## config.mk

```make
export PLATFORM = sky130hd
export DESIGN_NAME = muldiv_unit_flat
export DESIGN_NICKNAME = d
export VERILOG_FILES = /design/src/rtl/muldiv_unit_if.sv /design/src/rtl/muldiv_unit.sv /design/src/flat_wrapper.sv
export SDC_FILE = /design/constraint.sdc
export NUM_CORES = 2
export LEC_CHECK = 0
export BUFFER_PORTS_ARGS = -buffer_cell sky130_fd_sc_hd__buf_4
export CAP_MARGIN = 20
export CORE_MARGIN = 5
export CORE_UTILIZATION = 50
export CTS_CLUSTER_SIZE = 8
export DETAILED_ROUTE_END_ITERATION = 7
export GPL_TIMING_DRIVEN = 0
export PLACE_DENSITY_LB_ADDON = 0.3
export SYNTH_ARGS = -nofsm -noshare
export SYNTH_HDL_FRONTEND = slang
export SYNTH_SLANG_ARGS = --single-unit
```

## constraint.sdc

```tcl
create_clock -name clk -period 14 [get_ports clk]
set_clock_uncertainty 0.05 [all_clocks]
set_input_delay 0.7 -clock clk [delete_from_list [all_inputs] [get_ports clk]]
set_output_delay 0.7 -clock clk [all_outputs]
set_load 0.02 [all_outputs]
```

## src/rtl/muldiv_unit_if.sv

```systemverilog
// Request/result bundle between the pipeline and the multiply/divide unit.
// The master issues operations; the slave (muldiv_unit) returns HI/LO write pulses.
interface muldiv_unit_if #(
  parameter int REG_LENGTH = 32
);
  logic                  start;
  logic [1:0]            op;
  logic [REG_LENGTH-1:0] opA;
  logic [REG_LENGTH-1:0] opB;
  logic                  cancel;
  logic                  busy;
  logic                  hiWtCe;
  logic                  loWtCe;
  logic [REG_LENGTH-1:0] hiWtData;
  logic [REG_LENGTH-1:0] loWtData;

  modport master (
    output start, op, opA, opB, cancel,
    input  busy, hiWtCe, loWtCe, hiWtData, loWtData
  );

  modport slave (
    input  start, op, opA, opB, cancel,
    output busy, hiWtCe, loWtCe, hiWtData, loWtData
  );
endinterface

```

## src/rtl/muldiv_unit.sv

```systemverilog
// Multiply/divide unit: single-cycle signed/unsigned multiply, radix-2 restoring
// divide (one quotient bit per clock), one-cycle HI/LO write pulse on completion.
module muldiv_unit #(
  parameter int REG_LENGTH = 32
) (
  input  logic          clk,
  input  logic          rst,
  muldiv_unit_if.slave  bus
);

  localparam int CNT_W = (REG_LENGTH > 1) ? $clog2(REG_LENGTH) : 1;

  typedef enum logic [1:0] {IDLE, MUL, DIV, DONE} state_t;

  state_t                  state, state_nxt;
  logic                    sgn_q;
  logic [REG_LENGTH-1:0]   a_q, b_q;
  logic [REG_LENGTH-1:0]   acc, quo, dvs;
  logic [REG_LENGTH-1:0]   hi_q, lo_q;
  logic [CNT_W-1:0]        cnt;

  logic                    accept;
  logic                    in_signed;
  logic                    last_iter;
  logic                    div_zero;
  logic                    neg_quo, neg_rem;
  logic [REG_LENGTH:0]     shifted, diff;
  logic                    fits;
  logic [REG_LENGTH-1:0]   acc_step, quo_step;
  logic [2*REG_LENGTH-1:0] a_ext, b_ext, product;

  function automatic logic [REG_LENGTH-1:0] mag(input logic [REG_LENGTH-1:0] v,
                                                input logic                  s);
    return (s && v[REG_LENGTH-1]) ? -v : v;
  endfunction

  // op[0]=0 selects the signed flavour for both MULT and DIV.
  assign in_signed = ~bus.op[0];
  assign accept    = (state == IDLE) && bus.start && !bus.cancel;
  assign last_iter = (cnt == CNT_W'(REG_LENGTH - 1));
  assign div_zero  = (b_q == '0);
  assign neg_quo   = sgn_q & (a_q[REG_LENGTH-1] ^ b_q[REG_LENGTH-1]);
  assign neg_rem   = sgn_q & a_q[REG_LENGTH-1];

  // Restoring step: shift in the next dividend bit, keep the subtraction if it fits.
  assign shifted  = {acc, quo[REG_LENGTH-1]};
  assign diff     = shifted - {1'b0, dvs};
  assign fits     = ~diff[REG_LENGTH];
  assign acc_step = fits ? diff[REG_LENGTH-1:0] : shifted[REG_LENGTH-1:0];
  assign quo_step = {quo[REG_LENGTH-2:0], fits};

  assign a_ext   = {{REG_LENGTH{sgn_q & a_q[REG_LENGTH-1]}}, a_q};
  assign b_ext   = {{REG_LENGTH{sgn_q & b_q[REG_LENGTH-1]}}, b_q};
  assign product = a_ext * b_ext;

  // NOTE: sequential state uses non-blocking assignments so every register samples
  // pre-edge values, independent of the order the processes are evaluated in.
  always_ff @(posedge clk or negedge rst) begin
    if (!rst) state <= IDLE;
    else      state <= state_nxt;
  end

  // NOTE: state_nxt gets its default before the case, so no path leaves it
  // unassigned and no latch is inferred.
  always_comb begin
    state_nxt = state;
    unique case (state)
      IDLE: if (accept) state_nxt = bus.op[1] ? DIV : MUL;
      MUL:  state_nxt = DONE;
      DIV:  if (div_zero || last_iter) state_nxt = DONE;
      DONE: state_nxt = IDLE;
      default: state_nxt = IDLE;
    endcase
    // A flush wins over both a new request and a completing operation.
    if (bus.cancel) state_nxt = IDLE;
  end

  always_ff @(posedge clk or negedge rst) begin
    if (!rst) begin
      sgn_q <= 1'b0;
      a_q   <= '0;
      b_q   <= '0;
      acc   <= '0;
      quo   <= '0;
      dvs   <= '0;
      cnt   <= '0;
      hi_q  <= '0;
      lo_q  <= '0;
    end else begin
      unique case (state)
        IDLE: if (accept) begin
          sgn_q <= in_signed;
          a_q   <= bus.opA;
          b_q   <= bus.opB;
          acc   <= '0;
          quo   <= mag(bus.opA, in_signed);
          dvs   <= mag(bus.opB, in_signed);
          cnt   <= '0;
        end
        MUL: {hi_q, lo_q} <= product;
        DIV: begin
          if (div_zero) begin
            lo_q <= '1;
            hi_q <= a_q;
          end else begin
            acc <= acc_step;
            quo <= quo_step;
            cnt <= cnt + CNT_W'(1);
            if (last_iter) begin
              lo_q <= neg_quo ? -quo_step : quo_step;
              hi_q <= neg_rem ? -acc_step : acc_step;
            end
          end
        end
        default: ;
      endcase
    end
  end

  assign bus.busy     = (state == MUL) || (state == DIV);
  assign bus.hiWtCe   = (state == DONE);
  assign bus.loWtCe   = (state == DONE);
  assign bus.hiWtData = (state == DONE) ? hi_q : '0;
  assign bus.loWtData = (state == DONE) ? lo_q : '0;

endmodule

```

## src/flat_wrapper.sv

```systemverilog
// flat-port wrapper written by rule: the top's interface ports become plain ports
module muldiv_unit_flat 
#(
  parameter int REG_LENGTH = 32
)
  (clk, rst, bus_start, bus_op, bus_opA, bus_opB, bus_cancel, bus_busy, bus_hiWtCe, bus_loWtCe, bus_hiWtData, bus_loWtData);
  muldiv_unit_if #(.REG_LENGTH(REG_LENGTH)) bus_i ();
  input  logic clk;
  input  logic rst;
  input wire logic [$bits(bus_i.start)-1:0] bus_start;
  input wire logic [$bits(bus_i.op)-1:0] bus_op;
  input wire logic [$bits(bus_i.opA)-1:0] bus_opA;
  input wire logic [$bits(bus_i.opB)-1:0] bus_opB;
  input wire logic [$bits(bus_i.cancel)-1:0] bus_cancel;
  output wire logic [$bits(bus_i.busy)-1:0] bus_busy;
  output wire logic [$bits(bus_i.hiWtCe)-1:0] bus_hiWtCe;
  output wire logic [$bits(bus_i.loWtCe)-1:0] bus_loWtCe;
  output wire logic [$bits(bus_i.hiWtData)-1:0] bus_hiWtData;
  output wire logic [$bits(bus_i.loWtData)-1:0] bus_loWtData;
  assign bus_i.start = bus_start;
  assign bus_i.op = bus_op;
  assign bus_i.opA = bus_opA;
  assign bus_i.opB = bus_opB;
  assign bus_i.cancel = bus_cancel;
  assign bus_busy = bus_i.busy;
  assign bus_hiWtCe = bus_i.hiWtCe;
  assign bus_loWtCe = bus_i.loWtCe;
  assign bus_hiWtData = bus_i.hiWtData;
  assign bus_loWtData = bus_i.loWtData;
  muldiv_unit #(.REG_LENGTH(REG_LENGTH)) u_core (.clk(clk), .rst(rst), .bus(bus_i));
endmodule
```

# Word level (Yosys, flattened, before mapping)
# Cells that the tools add are included.
[totals] reg_bits=232 in_bits=70 output_inout_bits=67 word_cells=74
[classes] addsub=6 n_mul=1 eq_ne=9 mux=27 bitwise_logic=6 n_reduce_logical=15
[op_table] op="two-way mux 32 bit" count=15
[op_table] op="one-hot mux 32 bit (2 select lines)" count=4
[op_table] op="negation 32 bit" count=4
[op_table] op="multiplier 33 x 33 -> 64 bit" count=1
[op_table] op="subtractor 33 x 32 -> 33 bit" count=1
[op_table] op="zero test 32 bit" count=1
[op_table] op="two-way mux 5 bit" count=2
[op_table] op="one-hot mux 5 bit (2 select lines)" count=1
[op_table] op="two-way mux 2 bit" count=4
[op_table] op="one-hot mux 2 bit (4 select lines)" count=1
[op_table] op="!= test 3 x 2 -> 1 bit (second input constant)" count=2
[op_table] op="AND reduction 2 bit" count=3
[op_table] op="adder 5 x 1 -> 5 bit (second input constant)" count=1
[op_table] op="== test 5 bit (second input constant)" count=1
[op_table] op="== test 2 bit (second input constant)" count=2
[op_table] op="logical AND 1 bit" count=4
[op_table] op="nonzero test 2 bit" count=2
[op_table] op="bitwise AND 1 bit" count=3
[op_table] op="!= test 3 x 1 -> 1 bit (second input constant)" count=1
[op_table] op="AND reduction 3 bit" count=1
[op_table] op="== test 2 x 1 -> 1 bit (second input constant)" count=1
[op_table] op="zero test 2 bit" count=1
[op_table] op="logical OR 1 bit" count=2
[op_table] op="!= test 2 x 1 -> 1 bit (second input constant)" count=1
[op_table] op="other kinds (4)" count=5

# Longest topological paths before layout
[logic_depth] depth_word=7 ltp_mapped=35 depth_no_buf=31

# Worst setup path after synthesis
# OpenSTA, ideal clock, no wires.
[synth_timing] kind="flip-flop to flip-flop" from="register u_core.a_q[31]" to="register u_core.hi_q[31]" setup_ps=82 arrival_time_ps=8734 required_ps=13868 setup_slack_ps=5134 path_stages_with_launch=35 path_buffers=5 synth_period_minus_slack_ps=8866 cell_sequence="dfrtp_1 -> clkbuf_1 -> and2_1 -> clkbuf_1 -> clkbuf_1 -> clkbuf_1 -> nand2_1 -> inv_1 -> fa_1 -> inv_1 -> fa_1 -> inv_1 -> fa_1 -> fa_1 -> inv_1 -> fa_1 -> inv_1 -> fa_1 -> inv_1 -> fa_1 -> fa_1 -> inv_1 -> ha_1 -> clkbuf_1 -> a21oi_1 -> o21a_1 -> o21ai_0 -> a21o_1 -> a31o_2 -> a41o_1 -> nor2_1 -> nor3_1 -> a2111oi_0 -> a221oi_1 -> a31oi_1"
[synth_via] elab_chain_len=5 elab_cells_between_ends=6 classes_between="1 x mul; 4 x mux; 1 x bitwise"
[synth_lines] element="start, declared" line_no="muldiv_unit.sv:17" source="logic [REG_LENGTH-1:0] a_q, b_q;"
[synth_lines] element="start signal, assigned" line_no="muldiv_unit.sv:93" source="a_q <= bus.opA;"
[synth_lines] element="parallel branches: the longest is 4 deep, another holds multiplier 33 x 33 -> 64 bit"
[synth_lines] element="one-hot mux 32 bit (2 select lines) (*)" line_no="muldiv_unit.sv:90" source="unique case (state)"
[synth_lines] element="end signal, assigned" line_no="muldiv_unit.sv:100" source="MUL: {hi_q, lo_q} <= product;"
[synth_lines] element="end signal, assigned" line_no="muldiv_unit.sv:104" source="hi_q <= a_q;"
[synth_lines] element="end signal, assigned" line_no="muldiv_unit.sv:111" source="hi_q <= neg_rem ? -acc_step : acc_step;"
[synth_lines] element="end, declared" line_no="muldiv_unit.sv:19" source="logic [REG_LENGTH-1:0] hi_q, lo_q;"
# Every way passes the cells marked *. The select of a mux whose other input is x is not followed.
# A chain may end at the register's enable or synchronous reset.

# Final worst setup path
[layout_timing] from="register u_core.sgn_q" to="register u_core.hi_q[31]"
[layout_via] elab_chain_len=5 elab_cells_between_ends=7 classes_between="1 x mul; 4 x mux; 2 x bitwise"
[layout_lines] element="start, declared" line_no="muldiv_unit.sv:16" source="logic sgn_q;"
[layout_lines] element="start signal, assigned" line_no="muldiv_unit.sv:92" source="sgn_q <= in_signed;"
[layout_lines] element="parallel branches: the longest is 4 deep, another holds multiplier 33 x 33 -> 64 bit"
[layout_lines] element="one-hot mux 32 bit (2 select lines) (*)" line_no="muldiv_unit.sv:90"
# Marked as above.

==> impl_metrics.json <==
{
  "num_vias": 45300,
  "htreeDepth": 2,
  "slew_headroom_pct": 11.5,
  "dr.pass1.iters": 8,
  "layout_common_cells": "inv_1 (1161), fa_1 (1126), nand2_1 (1089), and2_1 (433), clkbuf_1 (348)",
  "drv_slew": 0,
  "die_h_um": 336,
  "dieArea_mm2": 0.113,
  "crit_path_frequent_cell": "fa_1",
  "min_period_ns": 12.46,
  "layout-drive-gt1-share_pct": 3.90,
  "cts_buffers": 35,
  "nets": 7695,
  "critPathMaxStageDelay_ns": 0.96,
  "grt_pass1_vias": 46000,
  "root_buffer": "clkbuf_16",
  "core-area_mm2": 0.105,
  "fmax_mhz": 80.2,
  "area_growth_pct": 7.43,
  "grt_overflow": 0,
  "rrSetupSlack_ns": 1.54,
  "critical_path_required_ns": 14.40,
  "synth-edff-count": 0,
  "antenna_found_initial": 16,
  "synth.distinct_cells": 88,
  "io_buffer_count": 136,
  "cp_max_fo": 10,
  "synth_compound_area_share_pct": 8.68,
  "yosys.area_share.simple_pct": 17.2,
  "critical_path_class": "reg2reg",
  "yosysWarnings": 0,
  "start_kind": "flop",
  "grt_max_degree": 114,
  "hold_start": "bus_cancel",
  "grt_use_total_pct": 37.5,
  "syn_avg_cell_area_um2": 8.76,
  "fp.dieW_um": 336,
  "grt_pass1_wl_um": 307000,
  "syn-cell-area_mm2": 0.0531,
  "wire_per_inst_um": 27.6,
  "ys_ff_latch": 231,
  "num_io_pins": 137,
  "reg2reg_to": "u_core.hi_q[31]$_DFFE_PN0P_",
  "ant_nets": 0,
  "outcome": "complete, no violations",
  "viasPerCell": 5.92,
  "holdPathStages": 2,
  "clock-sinks": 231,
  "synth-async-reset-ratio_pct": 100,
  "initial_core_util_pct": 50.3,
  "final_common_cell": "inv_1",
  "syn-num-nets": 7510,
  "grt_setup_unrepaired": "no",
  "clockBufferDepth": 3,
  "r2r.worst_path.cells": 35,
  "worst_pin_slew_ns": 1.33,
  "finalSetupViolations": 0,
  "synth_top_family_by_area": "adder cells",
  "drtIter0Drc": 5148,
  "rows": 119,
  "crit_path_end_kind": "flop",
  "gp_congestion": 1.06,
  "setup-tns-final_ns": 0,
  "tritoncts": "built",
  "clk_pin_slew_worst_paths_ns": 0.06,
  "synth_xor_area_share_pct": 3.30,
  "insertion_delay_ns": 0.55,
  "dpl.hpwl_um": 174000,
  "finalCritPeriodShare_pct": 89.0,
  "synth.area.mux_share_pct": 0.526,
  "drcViolationCount": 0,
  "hold_path.class": "in2reg",
  "worst_path_max_delay_cell": "fa_1",
  "reg2reg_from": "u_core.sgn_q$_DFFE_PN0P_",
  "postSynthCellCount": 6060,
  "drt_wl_total_um": 211000,
  "synthAdderAreaFrac_pct": 48.5,
  "arrival_ns": 12.86,
  "synth-seq-area-share_pct": 10.9,
  "postCtsSetupBuffers": 0,
  "drv_cap": 0,
  "min_to": "u_core.state[0]$_DFFE_PN0P_",
  "ys.flop_type": "dfrtp_1",
  "hold_violations": 0
}
-- sequential cells by signal (all words and copies together) (netlist names) --
| register | count |
|---|---|
| u_core.a_q | 32 |
| u_core.hi_q | 32 |
| u_core.b_q | 32 |
| u_core.dvs | 31 |
| u_core.quo | 32 |
| u_core.lo_q | 32 |
| u_core.sgn_q | 1 |
| u_core.cnt | 5 |
| u_core.acc | 32 |
| u_core.state | 2 |
-- per-stage QoR --
stage	util [%]	cells	setup slack, ns	area, um2	hold slack, ns
after floorplan	-	6060	5.13	53100	0.354
after global placement	53.0	7587	1.56	55800	0.405
after detailed placement	53.1	7593	1.98	55900	0.415
after CTS	54.0	7635	1.89	56900	0.268
after global routing	54.0	7644	1.44	57000	0.293
final	54.1	7660	1.54	57000	0.283
-- worst max path at each step --
stage / cells after the start / endpoint / slack, ns / from
after floorplan: 34 / u_core.hi_q[31]$_DFFE_PN0P_ / 5.13 / u_core.a_q[31]$_DFFE_PN0P_
after global placement: 34 / u_core.hi_q[31]$_DFFE_PN0P_ / 1.56 / u_core.sgn_q$_DFFE_PN0P_
after detailed placement: 35 / u_core.hi_q[31]$_DFFE_PN0P_ / 1.98 / u_core.sgn_q$_DFFE_PN0P_
after CTS: 35 / u_core.hi_q[31]$_DFFE_PN0P_ / 1.89 / u_core.sgn_q$_DFFE_PN0P_
after global routing: 35 / u_core.hi_q[31]$_DFFE_PN0P_ / 1.44 / u_core.sgn_q$_DFFE_PN0P_
final: 35 / u_core.hi_q[31]$_DFFE_PN0P_ / 1.54 / u_core.sgn_q$_DFFE_PN0P_
-- critical path, delay by kind of cell, from the launching register on --
| kind | cells | cell delay [ns] |
|---|---|---|
| simple gates | 4 | 0.77 |
| flops | 1 | 0.31 |
| compound gates | 9 | 2.41 |
| buf+inv | 13 | 3.94 |
| fa+ha+maj | 9 | 4.88 |
-- cell families (layout without fill, tap and decap cells) --
family,count (synthesis),after routing
AO/OA/AOI/OAI,725,725
XOR/XNOR,200,200
adder cells (fa/ha/maj),1380,1380
buffers and inverters,1535,1724
flip-flops,231,231
multiplexers,27,27
other,0,20
AND/OR/NAND/NOR,1962,1962
-- cells in the mapped netlist, types with 46 or more instances --
cell type | number | area, um2
nor2_1 | 163 | 612
a21o_1 | 46 | 345
inv_1 | 1161 | 4360
and2_1 | 433 | 2710
nand2_1 | 1089 | 4090
xor2_1 | 79 | 692
ha_1 | 254 | 3180
xnor2_1 | 121 | 1060
a21oi_1 | 141 | 706
clkbuf_1 | 347 | 1300
o21ai_0 | 211 | 1060
dfrtp_1 | 231 | 5780
nor3_1 | 49 | 245
fa_1 | 1126 | 22500
-- metal layers --
layer  part of all wire [%]  up-vias  global-route usage, %
met1                     36    22900                   48.2
met3                     13      759                   11.6
met5                  0.010        -                      0
li1                       -    18800                      -
met4                    8.1        4                   22.9
met2                     43     2925                   55.8
-- cell type report --
class                      count  area (um2)
clock inverter                 4        35.0
fill                        9872       48400
tap                         1391        1740
timing repair buffer         148        1220
buffer                       373        1450
multi-input combinational   4294       41500
clock buffer                  37         893
antenna                       20        50.0
sequential                   231        5780
inverter                    1162        4360
-- timing repair --
action	in CTS	in global routing
hold buffers	1	0
endpoints found under the hold margin	9	0
resized for setup	0	0
Power is left out: the tool's default activity adds up to more than one toggle a clock period on the data nets, which glitch-free logic cannot reach.
